===== src/rtl/phase_step_meter_pkg.sv =====
// Shared constants, FSM encoding and width helpers for the phase step meter.
package phase_step_meter_pkg;

    localparam int PHASE_W    = 8;
    localparam int PHASE_FULL = 256;
    localparam int EDGE_W     = 15;

    localparam logic [1:0] ST_IDLE = 2'd0;
    localparam logic [1:0] ST_ARM  = 2'd1;
    localparam logic [1:0] ST_GATE = 2'd2;
    localparam logic [1:0] ST_DONE = 2'd3;

    // Gate counter spans exactly PHASE_FULL << gate_shift clocks.
    function automatic int gate_cnt_w(input int gate_shift);
        return PHASE_W + gate_shift;
    endfunction

    // A window holds at most half as many rises as clocks, so one bit more than
    // the gate counter can never reach its limit; capped at the 15-bit result.
    function automatic int edge_cnt_w(input int gate_shift);
        if (PHASE_W + gate_shift + 1 > EDGE_W) begin
            return EDGE_W;
        end
        return PHASE_W + gate_shift + 1;
    endfunction

endpackage


===== src/rtl/phase_step_meter_edge_sync.sv =====
// Input synchronizer followed by a rising-edge detector. While load_i is high
// the previous-sample flop is refreshed but no rise is reported, so arming the
// measurement never counts a stale edge.
module edge_sync_detect
    import phase_step_meter_pkg::*;
#(
    parameter int SYNC_STAGES = 2
) (
    input  logic clk,
    input  logic rst_n,
    input  logic sig_i,
    input  logic load_i,
    output logic rise_o
);

    logic cur;
    logic prev_q;

    generate
        if (SYNC_STAGES == 0) begin : g_bypass
            assign cur = sig_i;
        end else begin : g_sync
            logic [SYNC_STAGES-1:0] sync_q;

            // Shift the raw input through the synchronizer chain.
            always_ff @(posedge clk or negedge rst_n) begin
                if (!rst_n) begin
                    sync_q <= '0;
                end else begin
                    sync_q[0] <= sig_i;
                    for (int i = 1; i < SYNC_STAGES; i++) begin
                        sync_q[i] <= sync_q[i-1];
                    end
                end
            end

            assign cur = sync_q[SYNC_STAGES-1];
        end
    endgenerate

    // Previous sample tracks the synced input every cycle (also covers the ARM load).
    always_ff @(posedge clk or negedge rst_n) begin
        if (!rst_n) begin
            prev_q <= 1'b0;
        end else begin
            prev_q <= cur;
        end
    end

    assign rise_o = cur & ~prev_q & ~load_i;

endmodule


===== src/rtl/phase_step_meter.sv =====
// Frequency-to-step meter: counts rising edges of sig_in over a gate window of
// 256 << GATE_SHIFT clocks and reports the equivalent 8-bit accumulator step.
module phase_step_meter
    import phase_step_meter_pkg::*;
#(
    parameter int GATE_SHIFT  = 2,
    parameter int SYNC_STAGES = 2
) (
    input  logic              clk,
    input  logic              rst_n,
    input  logic              sig_in,
    input  logic              start,
    output logic              busy,
    output logic              done,
    output logic [7:0]        step_out,
    output logic [EDGE_W-1:0] edge_count,
    output logic              overflow
);

    localparam int GCW = gate_cnt_w(GATE_SHIFT);
    localparam int ECW = edge_cnt_w(GATE_SHIFT);
    localparam logic [GCW-1:0] GATE_LAST = GCW'((PHASE_FULL << GATE_SHIFT) - 1);

    logic [1:0]        state_q, state_d;
    logic [GCW-1:0]    gate_q, gate_d;
    logic [ECW-1:0]    edges_q, edges_d;
    logic [ECW-1:0]    edges_inc, edges_shr;
    logic              done_q, done_d;
    logic              ovf_q, ovf_d;
    logic [7:0]        step_q, step_d;
    logic [EDGE_W-1:0] ecnt_q, ecnt_d;
    logic              rise;
    logic              arm;

    assign arm = (state_q == ST_ARM);

    edge_sync_detect #(
        .SYNC_STAGES(SYNC_STAGES)
    ) u_detect (
        .clk    (clk),
        .rst_n  (rst_n),
        .sig_i  (sig_in),
        .load_i (arm),
        .rise_o (rise)
    );

    // Saturating edge count including this cycle's rise, and its step scaling.
    always_comb begin
        edges_inc = edges_q;
        if (rise && (edges_q != '1)) begin
            edges_inc = edges_q + ECW'(1);
        end
        edges_shr = edges_inc >> GATE_SHIFT;
    end

    // Measurement sequencer; results are latched on the final gate cycle so
    // they are already valid while done is high.
    always_comb begin
        state_d = state_q;
        gate_d  = gate_q;
        edges_d = edges_q;
        done_d  = 1'b0;
        step_d  = step_q;
        ecnt_d  = ecnt_q;
        ovf_d   = ovf_q;
        case (state_q)
            ST_IDLE: begin
                if (start) begin
                    state_d = ST_ARM;
                end
            end
            ST_ARM: begin
                gate_d  = '0;
                edges_d = '0;
                state_d = ST_GATE;
            end
            ST_GATE: begin
                gate_d  = gate_q + GCW'(1);
                edges_d = edges_inc;
                if (gate_q == GATE_LAST) begin
                    state_d = ST_DONE;
                    done_d  = 1'b1;
                    ecnt_d  = EDGE_W'(edges_inc);
                    ovf_d   = |edges_shr[ECW-1:PHASE_W];
                    step_d  = (|edges_shr[ECW-1:PHASE_W]) ? 8'hFF : edges_shr[PHASE_W-1:0];
                end
            end
            default: begin
                state_d = ST_IDLE;
            end
        endcase
    end

    // State and result registers; reset aborts any measurement in progress.
    always_ff @(posedge clk or negedge rst_n) begin
        if (!rst_n) begin
            state_q <= ST_IDLE;
            gate_q  <= '0;
            edges_q <= '0;
            done_q  <= 1'b0;
            step_q  <= '0;
            ecnt_q  <= '0;
            ovf_q   <= 1'b0;
        end else begin
            state_q <= state_d;
            gate_q  <= gate_d;
            edges_q <= edges_d;
            done_q  <= done_d;
            step_q  <= step_d;
            ecnt_q  <= ecnt_d;
            ovf_q   <= ovf_d;
        end
    end

    assign busy       = (state_q != ST_IDLE);
    assign done       = done_q;
    assign step_out   = step_q;
    assign edge_count = ecnt_q;
    assign overflow   = ovf_q;

endmodule


===== config.mk =====
export PLATFORM = sky130hd
export DESIGN_NAME = phase_step_meter
export DESIGN_NICKNAME = d
export VERILOG_FILES = /design/src/rtl/phase_step_meter_pkg.sv /design/src/rtl/phase_step_meter_edge_sync.sv /design/src/rtl/phase_step_meter.sv
export SDC_FILE = /design/constraint.sdc
export NUM_CORES = 1
export LEC_CHECK = 0
export ABC_AREA = 1
export CAP_MARGIN = 5
export CORE_MARGIN = 2
export CORE_UTILIZATION = 31
export CTS_BUF_LIST = sky130_fd_sc_hd__clkbuf_8 sky130_fd_sc_hd__clkbuf_16
export CTS_CLUSTER_DIAMETER = 120
export DETAILED_ROUTE_END_ITERATION = 10
export GPL_TIMING_DRIVEN = 1
export PLACE_DENSITY = 0.5
export SYNTH_ARGS = -nofsm -noshare
export SYNTH_HDL_FRONTEND = slang
export SYNTH_HIERARCHICAL = 1
export SYNTH_SLANG_ARGS = --single-unit

===== constraint.sdc =====
create_clock -name clk -period 3.4 [get_ports clk]
set_input_delay 0.68 -clock clk [delete_from_list [all_inputs] [get_ports clk]]
set_output_delay 0.68 -clock clk [all_outputs]
set_load 0.01 [all_outputs]

==> flow_summary.ini <==
[yosys]
ys.warnings.count = 6
sequential_share_of_the_synthesized_area_pct = 48.8
synth-seq-cells = 46
synth.top_cell.area_share_pct = 48.8
postSynth.asyncResetShare_pct = 100
synth_enable_flop_cells = 0
post_synth_inst_count = 289
leading_post_synthesis_cells_by_cell_area = sky130_fd_sc_hd__dfrtp_1 49%, sky130_fd_sc_hd__nand2_1 18%, sky130_fd_sc_hd__inv_1 4.9%
most_area_hungry_cell_type_in_the_yosys_netlist = sky130_fd_sc_hd__dfrtp_1
post_synth.cell_area_avg_um2 = 8.17
yosys.cell_types.count = 36
syn-cell-area_um2 = 2360
synth_flop_cell = sky130_fd_sc_hd__dfrtp_1

[clocking]
post_cts_setup_buffer_count = 0
cts_inserted_buffers = 5
cts-root-buf = sky130_fd_sc_hd__clkbuf_8
post_cts_hold_buffer_count = 0
clock_insertion_delay_worst_skew_ns = 0.30
cts_buffer_depth = 2
tritoncts = done
cts.repair.resized = 0
clk_pin_slew_ns = 0.08
htree_num_levels = 2
number_of_clock_sinks = 46

[global_route]
first_global_vias = 1780
maximum_number_of_pins_on_one_net_before_global_route_repair = 47
grt_pass1_wl_um = 8890
grt_remaining_overflow = 0
track_usage_pct = 13.3
antenna_violations_before_repair = 0

[sta]
setup_total_negative_slack_ns = 0
rsz0062_at_grt = no
slew_limit_fails = 0
hold_viol_final = 0
worst_slew_margin_rel_pct = 31.9
finalSetupViolCount = 0
finalWorstPathRequiredPeriod_ns = 2.22
clock.fmax_ghz = 0.450
worst_clock_skew_ns = 0.00834
worst_slew_pin_tran_ns = 1.02
fin_crit_sh_pct = 65.4

[critical_path]
timing.critical_path.slowest_cell_delay_ns = 0.55
worst_ep_required_time_ns = 2.72
cp.arrival_ns = 1.54
path_max_fanout = 3
crit_slowest_cell = sky130_fd_sc_hd__clkdlybuf4s50_1
worstSetupStartpointType = flip-flop
worstPathCellList = inv_1 -> ha_1 -> inv_1 -> clkdlybuf4s50_1
critPathTopFamily = buffers and inverters
worst-path-buf-inv = 3
worst_path_most_repeated_cell = sky130_fd_sc_hd__inv_1
crit_path_end_kind = primary output
critical_path_class = reg2out

[floorplanning]
die-height_um = 91.3
fp-row-count = 31
die_width_um = 91.3
design.die.area_um2 = 8330
fp.coreArea_um2 = 7330
initial_standard_cell_utilization_of_the_core_pct = 32.2
io_pins = 30

[drt]
vias = 1819
wl_per_cell_um = 11.9
count_of_routing_violations_after_the_opening_detailed_route_iteration = 103
vias_per_cell = 4.39
wl_um = 4920
postRouteAntennaNets = 0
drt-pass1-iter-count = 4
drt_drc_violations_left = 0

[layout]
layout-area-overhead-vs-synth_pct = 17.8
share_of_final_layout_standard_cells_stronger_than_drive_strength_1_pct = 9.52
most_common_cell_after_layout_fill_and_taps_aside = sky130_fd_sc_hd__nand2_1
mostFrequentLayoutCells = 113 x sky130_fd_sc_hd__nand2_1, 46 x sky130_fd_sc_hd__dfrtp_1, 31 x sky130_fd_sc_hd__inv_1
finish.net_count = 323
final-instance-count-excl-fill = 414
n_antenna_cell = 0

[pwr]
worst_ir_drop_vdd_v = 0.000171
seq_power_share_pct = 53.3
power.leakage_nw = 1.41
net_sw_power_mw = 0.317
power_per_cell_area_nw_per_um2 = 418
intPower_mw = 0.847
switching_share_pct = 27.2
clockPowerShare_pct = 34.4
comb_power_share_pct = 12.3

[place]
gpl.final_weighted_congestion = 0.768
dp.cells = 406
io_buffers = 25
dp.final_hpwl_um = 3460

[min_path]
hold_crit_class = reg2reg

[job]
cap_viol_max_count = 0

[outcome]
run_status = completed
synth_stat cells (all sizes together), types with 2 or more instances:
library cell,number
nor2,15
dfrtp,46
nand4,4
xor2,2
a21oi,6
buf,8
nand2,115
and3,3
nand3,20
o21ai,13
inv,33
xnor2,2
ha,5
clkbuf,2
nor3,6
metal layers:
| layer | up-vias | GRT usage, % | wire length (um) |
|---|---|---|---|
| met5 | - | 0 | 0 |
| met4 | 0 | 3.41 | 54 |
| met2 | 33 | 19.8 | 2110 |
| met3 | 7 | 3.07 | 180 |
| li1 | 947 | - | - |
| met1 | 832 | 19.3 | 2570 |
logic make-up (layout without fill, tap and decap cells):
family | Yosys count | in the layout | share of synthesized area (%)
simple gates | 165 | 165 | 32.5
other cells | 1 | 4 | 0.159
fa+ha+maj | 5 | 5 | 2.65
buf+inv | 44 | 67 | 8.32
xor+xnor | 4 | 4 | 1.48
flops | 46 | 46 | 48.8
compound gates | 24 | 24 | 6.09
worst reg2reg max path, delay by kind of cell (launching register included):
family	cells	cell delay [ns]
buffers and inverters	3	0.60
and+or+nand+nor	2	0.53
adders and majority gates	1	0.51
DFF	1	0.36
final cells by class:
type	instances	area (um2)
Tap cell	99	124
Timing Repair Buffer	25	245
Inverter	34	128
Sequential cell	46	1150
Clock inverter	3	40.0
Multi-Input combinational cell	202	1020
Clock buffer	5	68.8
Fill cell	779	4550
metrics by stage:
stage / hold slack (ns) / area, um2 / power, mW / utilization, % / worst slack [ns]
floorplan: 0.331 / 2370 / 0.737 / - / 1.81
global placement: 0.339 / 2670 / 0.779 / 36.5 / 1.29
detailed placement: 0.343 / 2670 / 0.778 / 36.5 / 1.28
CTS: 0.367 / 2780 / 1.19 / 37.9 / 1.15
global route: 0.375 / 2780 / 1.24 / 37.9 / 1.05
finish: 0.361 / 2780 / 1.16 / 37.9 / 1.18
flip-flops by register name, indices dropped and copies added (netlist names):
name                    flops
edge_count                 10
gate_q                     10
edges_q                    11
u_detect/g_sync.sync_q      2
u_detect/prev_q             1
done                        1
step_out                    8
overflow                    1
state_q                     2
worst paths after layout:
| check | startpoint | end | slack [ns] | cells past startpoint |
|---|---|---|---|---|
| max | state_q[0] | busy | 1.18 | 4 |
| min | u_detect/g_sync.sync_q[0] | u_detect/g_sync.sync_q[1] | 0.36 | 0 |
| max reg2reg | state_q[0] | gate_q[6] | 1.29 | 6 |
| min reg2reg | u_detect/g_sync.sync_q[0] | u_detect/g_sync.sync_q[1] | 0.36 | 0 |
| max in group asynchronous | rst_n | state_q[0] | 2.22 | 1 |
| min in group asynchronous | rst_n | edges_q[8] | 0.56 | 1 |
power groups by stage:
stage          combinational, mW  sequential, mW  clock [mW]
3_5_place_dp               0.146           0.632           0
6_report                   0.143           0.620       0.401
4_1_cts                    0.147           0.621       0.421
2_1_floorplan              0.118           0.619           0
3_3_place_gp               0.147           0.633           0
5_1_grt                    0.171           0.627       0.438
Note: power is estimated with default switching activity, not from simulation.
